<file path="config.mk">
export PLATFORM = sky130hd
export DESIGN_NAME = ustawienie_seq
export DESIGN_NICKNAME = d
export VERILOG_FILES = /design/src/rtl/ustawienie_seq.sv
export SDC_FILE = /design/constraint.sdc
export NUM_CORES = 1
export LEC_CHECK = 0
export CAP_MARGIN = 5
export CORE_MARGIN = 3
export CORE_UTILIZATION = 51
export DETAILED_ROUTE_END_ITERATION = 10
export PLACE_DENSITY = 0.82
export SLEW_MARGIN = 20
export SYNTH_ARGS = -nofsm -noshare
export SYNTH_HDL_FRONTEND = slang
export SYNTH_SLANG_ARGS = --single-unit
</file>
<file path="constraint.sdc">
create_clock -name i_clk -period 4.5 [get_ports i_clk]
set_input_delay 0.675 -clock i_clk [delete_from_list [all_inputs] [get_ports i_clk]]
set_output_delay 0.675 -clock i_clk [all_outputs]
set_load 0.005 [all_outputs]
</file>
<file path="src/rtl/ustawienie_seq.sv">
// rtl/ustawienie_seq.sv - sequential bit-set controller: sets N consecutive bits of A from 1-based index B, one per clock
// Optional macro USTAWIENIE_SEQ_ABORT_EN adds i_abort to cut a RUN short with an error result.
module ustawienie_seq #(
  parameter int BITS  = 32,
  parameter int CNT_W = $clog2(BITS + 1)
) (
  input  logic                   i_clk,
  input  logic                   i_rsn,
  input  logic                   i_valid,
  output logic                   o_ready,
  input  logic signed [BITS-1:0] i_arg_A,
  input  logic signed [BITS-1:0] i_arg_B,
  input  logic [CNT_W-1:0]       i_count,
  output logic                   o_valid,
  input  logic                   i_ready,
  output logic [BITS-1:0]        o_result,
  output logic                   o_error,
  output logic                   o_busy
`ifdef USTAWIENIE_SEQ_ABORT_EN
  ,
  input  logic                   i_abort
`endif
);

  typedef enum logic [1:0] {IDLE, RUN, DONE} state_t;

  state_t           state;
  logic [BITS-1:0]  acc;
  logic [CNT_W-1:0] idx;
  logic [CNT_W-1:0] rem;
  logic [BITS-1:0]  result;
  logic             error;

  logic [BITS:0]    end_idx;
  logic             req_err;
  logic [CNT_W-1:0] b_idx;
  logic             abort_now;

  // Index k addresses bit BITS-k, so index 1 is the MSB and index BITS the LSB.
  function automatic logic [BITS-1:0] bit_mask(input logic [CNT_W-1:0] k);
    logic [BITS-1:0] m;
    m = '0;
    if (k != '0 && int'(k) <= BITS)
      m[BITS - int'(k)] = 1'b1;
    return m;
  endfunction

  // End index is computed one bit wider than the operand so a large B+N cannot wrap into range.
  always_comb begin
    end_idx = {1'b0, $unsigned(i_arg_B)}
            + {{(BITS + 1 - CNT_W){1'b0}}, i_count}
            - {{BITS{1'b0}}, 1'b1};
    req_err = i_arg_B[BITS-1]
           || (i_arg_B == '0)
           || ($unsigned(i_arg_B) > BITS'(BITS))
           || (end_idx > (BITS + 1)'(BITS));
    b_idx   = i_arg_B[CNT_W-1:0];
  end

`ifdef USTAWIENIE_SEQ_ABORT_EN
  assign abort_now = i_abort;
`else
  assign abort_now = 1'b0;
`endif

  always_ff @(posedge i_clk) begin
    if (!i_rsn) begin
      state  <= IDLE;
      acc    <= '0;
      idx    <= '0;
      rem    <= '0;
      result <= '0;
      error  <= 1'b0;
    end else begin
      case (state)
        IDLE: begin
          if (i_valid) begin
            if (req_err) begin
              acc    <= '0;
              result <= '0;
              error  <= 1'b1;
              state  <= DONE;
            end else if (i_count == '0) begin
              acc    <= i_arg_A;
              result <= i_arg_A;
              error  <= 1'b0;
              state  <= DONE;
            end else if (i_count == CNT_W'(1)) begin
              acc    <= i_arg_A | bit_mask(b_idx);
              result <= i_arg_A | bit_mask(b_idx);
              error  <= 1'b0;
              state  <= DONE;
            end else begin
              // The accept edge already sets the first bit, keeping latency at N edges.
              acc    <= i_arg_A | bit_mask(b_idx);
              idx    <= b_idx + 1'b1;
              rem    <= i_count - 1'b1;
              result <= '0;
              error  <= 1'b0;
              state  <= RUN;
            end
          end
        end
        RUN: begin
          if (abort_now) begin
            acc    <= '0;
            result <= '0;
            error  <= 1'b1;
            state  <= DONE;
          end else begin
            acc <= acc | bit_mask(idx);
            if (rem == CNT_W'(1)) begin
              result <= acc | bit_mask(idx);
              error  <= 1'b0;
              state  <= DONE;
            end else begin
              idx <= idx + 1'b1;
              rem <= rem - 1'b1;
            end
          end
        end
        DONE: begin
          if (i_ready)
            state <= IDLE;
        end
        default: state <= IDLE;
      endcase
    end
  end

  assign o_ready  = (state == IDLE);
  assign o_busy   = (state == RUN);
  assign o_valid  = (state == DONE);
  assign o_result = result;
  assign o_error  = error;

endmodule

</file>
-- Yosys cells after proc, flatten, opt, wreduce, memory -nomap -nowiden
Index checks and enable logic that the tools add are counted.
W data, S select, Z words.
- flip-flop bits (word level): 79
- bits in latches: 0
- memory bits (writable): 0
- ROM bits: 0
- bits of input ports: 74
- output and inout port bits: 36
- word-level logic and storage cells: 111
- memories kept: 0
- add/sub/neg operators: 8
- multipliers: 0
- div/mod/pow operators: 0
- order comparisons: 8
- eq/ne operators: 11
- shift operators: 0
- mux-type cells: 57
- bitwise operators: 4
- reduce and logical (&&, ||, !) cells: 17
- operators with widths (cell ; number):
    $mux W32 ; 28
    $or A32 B32 Y32 ; 4
    $pmux W32 S2 ; 2
    $mux W6 ; 10
    $add A32 B6 Y33 ; 1
    $gt A33 B6 Y1 const B ; 1
    $sub A33 B1 Y33 const B ; 1
    $gt A32 B6 Y1 const B ; 1
    $logic_not A32 Y1 ; 1
    $pmux W6 S2 ; 2
    $ge A7 B1 Y1 const B ; 2
    $lt A7 B7 Y1 const B ; 2
    $sub A6 B6 Y7 const A ; 2
    $add A6 B1 Y6 const B ; 2
    $eq A6 B1 Y1 const B ; 2
    $le A6 B6 Y1 const B ; 2
    $mux W2 ; 6
    $reduce_bool A6 Y1 ; 2
    $sub A6 B1 Y6 const B ; 2
    $demux W1 S5 ; 2
    $ne A2 B2 Y1 const B ; 5
    $logic_not A6 Y1 ; 1
    $pmux W2 S3 ; 1
    $reduce_and A3 Y1 ; 2
    11 further kinds ; 21

-- Logic depth before layout (Yosys ltp)
- word-level depth: 18
- gate-level depth with buffers: 19
- depth with buffers taken out: 17

-- Worst setup path after synthesis
Ideal clock, no wire load.
- kind: input port to flip-flop
- start point: input port i_arg_B[2]
- end point: register idx[0]
- library setup time: 128 ps
- data arrival time: 4567 ps
- data required time: 4372 ps
- slack: -195 ps
- stages: 18
- buffers on the path: 3
- cell sequence: clkbuf_1 -> inv_1 -> ha_1 -> inv_1 -> ha_1 -> a211oi_1 -> o21a_2 -> a211oi_2 -> o311a_1 -> nor2_1 -> mux2_2 -> or4_4 -> or4_4 -> buf_6 -> nand2_8 -> buf_12 -> mux2i_1 -> nor2_1
- word-level cells in the longest chain between the ends: 6
- elaborated cells between the ends (all ways): 10
- classes of those cells: add/sub: 2; order compare: 2; eq/ne: 1; reduce/logical: 5
- RTL lines (element ; RTL line ; text):
    start, declared ; 12 ; input logic signed [BITS-1:0] i_arg_B,
    $add A32 B6 Y33 / $logic_not A32 Y1 (equally long branches) ; 51, 54 ;
    $sub A33 B1 Y33 / $logic_or A1 B1 Y1 (equally long branches) ; 52, 54 ;
    $gt A33 B6 Y1 / $logic_or A1 B1 Y1 (equally long branches) ; 56, 55 ;
    $logic_or A1 B1 Y1 * ; 56 ; || (end_idx > (BITS + 1)'(BITS));
    $ne A2 B2 Y1 (no source line) * ; - ;
    $reduce_and A6 Y1 (no source line) * ; - ;
    end signal, assigned ; 96 ; idx <= b_idx + 1'b1;
    end signal, assigned ; 117 ; idx <= idx + 1'b1;
    end, declared ; 29 ; logic [CNT_W-1:0] idx;
Every way passes the cells marked *; elsewhere a longest branch is shown, timed or not.
A chain may end at the register's enable or synchronous reset.

-- Worst setup path after layout
- start point: input port i_arg_B[6]
- end point: register result[5], in the netlist o_result[5]
- word-level cells in the longest chain between the ends: 7
- elaborated cells between the ends (all ways): 11
- classes of those cells: add/sub: 2; order compare: 2; mux: 3; reduce/logical: 4
- RTL lines (element ; RTL line ; text):
    $add A32 B6 Y33 / $logic_not A32 Y1 (equally long branches) ; 51, 54 ;
    $sub A33 B1 Y33 / $logic_or A1 B1 Y1 (equally long branches) ; 52, 54 ;
    $gt A33 B6 Y1 / $logic_or A1 B1 Y1 (equally long branches) ; 56, 55 ;
    $logic_or A1 B1 Y1 * ; 56 ;
    $mux W32 * ; 78 ; if (req_err) begin
    $mux W32 * ; 77 ; if (i_valid) begin
    $pmux W32 S2 * ; 75 ; case (state)
    end signal, assigned ; 85 ; result <= i_arg_A;
    end signal, assigned ; 90 ; result <= i_arg_A | bit_mask(b_idx);
    end signal, assigned ; 113 ; result <= acc | bit_mask(idx);
    end, declared ; 31 ; logic [BITS-1:0] result;
Every way passes the cells marked *; elsewhere a longest branch is shown, timed or not. The select of a mux whose other input is x is not followed.

==> results.sh <==
export IMPL_async_flop_share=0
export IMPL_rows=43
export IMPL_required_ns=4.77
export IMPL_arrival_ns=4.66
export IMPL_path_clk_slew_ns=0.06
export IMPL_finalCritPeriodShare=0.976
export IMPL_slew_headroom=0.282
export IMPL_tightest_slew_ns=1.07
export IMPL_yosysUniqueCellTypes=87
export IMPL_end_kind="register"
export IMPL_slowest_stage="or4_4"
export IMPL_netlist_top_cell_by_area="dfxtp_1"
export IMPL_core_area_mm2=0.0140
export IMPL_clock_latency_ns=0.35
export IMPL_grt_pass1_vias=8257
export IMPL_finalPower_mw=2.40
export IMPL_antenna_cells=0
export IMPL_synth_area_top_cells="dfxtp_1, ha_1, a21oi_1"
export IMPL_grt_overflow=0
export IMPL_clkSinkCount=79
export IMPL_clockBufferDepth=2
export IMPL_final_antenna_net_count=0
export IMPL_vias_per_cell=6.33
export IMPL_dpl_hpwl_um=19100
export IMPL_finalNetCount=1368
export IMPL_die_h_um=126
export IMPL_slowest_delay_ns=0.50
export IMPL_vias=8989
export IMPL_setup_worst_path_end="o_result[5]"
export IMPL_power_density_mw_per_mm2=236
export IMPL_fin_worst_skew_ns=0.00358
export IMPL_tns_ns=0
export IMPL_post_drt_wl_per_cell_um=18.3
export IMPL_ys_ff_latch=79
export IMPL_finish_instance_area_mm2=0.0102
export IMPL_critPathLaunchType="input port"
export IMPL_clockRootBuffer="clkbuf_16"
export IMPL_hp_class="reg2reg"
export IMPL_synth_top_area_share=0.215
export IMPL_drtIter0Drc=1067
export IMPL_instances_no_fill=1421
export IMPL_synth_area_mm2=0.00736
export IMPL_outcome="complete, no violations"
export IMPL_numCtsBuffers=9
export IMPL_setup_ws_ns=0.109
export IMPL_reg2reg_from="state[1]"
export IMPL_max_cap_violations=0
export IMPL_timing_hold_ws_ns=0.500
export IMPL_r2r_setup_slack_ns=1.22
export IMPL_gp_congestion=0.946
export IMPL_grt_util_all_layers=0.309
export IMPL_hp_start="acc[3]"
export IMPL_drive_above_1_share=0.194
export IMPL_synth_cells=1025
export IMPL_grt_max_degree=57
export IMPL_cts_tree="yes"
export IMPL_fin_crit_ns=4.39
export IMPL_maxSlewViolCount=0
export IMPL_syn_to_final_growth_pct=38.6
export IMPL_final_hold_violation_count=0
export IMPL_antenna_found_initial=1
export IMPL_dp_cells=1390
export IMPL_synth_edf_count=0
export IMPL_final_util=0.730
export IMPL_crit_start="i_arg_B[6]"
export IMPL_synth_common_cells="a21oi_1, nor2_1, o21ai_0"
export IMPL_cts_htree_levels=3
export IMPL_rr_worst_depth=12
export IMPL_rsz0062_at_grt="yes"
export IMPL_io_buffers=109
export IMPL_path_max_fanout=16
export IMPL_r2r_end="idx[5]"
export IMPL_fmax_ghz=0.228
export IMPL_nFillCells=1126
export IMPL_cp_cell_sequence="clkdlybuf4s50_1 > inv_1 > ha_1 > and2b_4 > o311ai_4 > a211oi_4 > o311a_1 > nor2_2 > mux2_4 > or4_4 > nor4_4 > and2_4 > nand4_4 > buf_12 > o21ai_0"
export IMPL_die_x_um=126
export IMPL_critPathKind="in2reg"
export IMPL_start_util=0.526
export IMPL_dr_pass1_iters=6
export IMPL_ir_drop_mv=0.236
export IMPL_multi_input_area_mm2=0.00553
export IMPL_io_pins=110
export IMPL_ys_flop_type="dfxtp_1"
export IMPL_leakagePower_nw=4.16
export IMPL_finalSetupViolations=0
export IMPL_ys_warn_count=0
export IMPL_die_area_mm2=0.0159
export IMPL_synth_most_common_cell="a21oi_1"
export IMPL_drc=0
export IMPL_routed_wl_um=26100
export IMPL_synth_nets=1157
export IMPL_area_sequential_mm2=0.00158
export IMPL_pre_cts_ws_ns=-0.633
export IMPL_post_dp_cell_area_mm2=0.00947
export IMPL_grt_pass1_wl_um=40900
export IMPL_synth_seq_area_share=0.215
export IMPL_syn_area_per_cell_um2=7.18
==> registers in the layout, summed over array words and instances, names as in the netlist <==
name      count
acc          32
o_result     32
idx           6
rem           6
state         2
o_error       1
==> what timing repair did <==
action,in CTS,in global routing
buffers inserted,4,8
hold buffers,0,0
resized for setup,20,56
pin swaps,13,25
gates cloned,2,1
setup endpoints to repair,74,76
==> per-layer routing <==
metal / part of all wire / GRT usage / up-vias
li1: - / - / 4174
met1: 0.42 / 0.427 / 4197
met2: 0.46 / 0.485 / 527
met3: 0.090 / 0.0534 / 89
met4: 0.032 / 0.110 / 2
met5: 0.00050 / 0 / -
==> worst max-delay path: cells and delay by family <==
| kind | cells | cell delay (ns) |
|---|---|---|
| mux | 1 | 0.31 |
| fa+ha+maj | 1 | 0.31 |
| buf+inv | 3 | 0.79 |
| compound gates | 4 | 0.96 |
| simple gates | 6 | 1.60 |
==> worst min path at each step <==
| stage | endpoint | slack, ns | depth (start not counted) |
|---|---|---|---|
| after floorplan | acc[24] | 0.47 | 1 |
| after global placement | acc[3] | 0.47 | 1 |
| after global routing | acc[24] | 0.53 | 1 |
| final | acc[3] | 0.50 | 1 |
| after detailed placement | acc[3] | 0.49 | 1 |
| after CTS | acc[3] | 0.50 | 1 |
==> layout make-up <==
class / count / share of cell area
clock inverters: 6 / 0.0114
flip-flops and latches: 79 / 0.155
multi-input cells: 822 / 0.542
well taps: 180 / 0.0221
clock buffers: 10 / 0.0234
repair buffers: 253 / 0.220
inverters: 71 / 0.0261
==> where the power goes <==
part	total, mW	switching, mW	internal, mW
Clock	0.884	0.323	0.561
Sequential	0.728	0.0102	0.718
Combinational	0.792	0.421	0.371
==> cells by family after synthesis <==
family                     after synthesis  synth area share
muxes                                    8            0.0110
AOI/OAI and AO/OA                      389             0.332
buffers and inverters                  125            0.0692
xor gates and xnor gates                19            0.0226
DFF                                     79             0.215
and+or+nand+nor                        347             0.251
adders and majority gates               58            0.0996
==> placed cells by master (no fill, tap or decap), types with 9 or more instances in the layout <==
master,count
o22ai_1,30
o21ai_0,80
inv_1,57
a21o_1,9
o22a_1,16
nor2_1,86
buf_4,138
dfxtp_1,79
and2_1,10
clkdlybuf4s50_1,97
nand2_1,64
ha_1,48
nor3_1,35
inv_2,12
a21oi_1,132
o211ai_1,13
o21ai_1,11
nor2b_1,19
nand2b_1,32
xnor2_1,15
a31oi_1,23
nand3_1,23
clkbuf_16,10
Power figures use the tool's default switching activity.
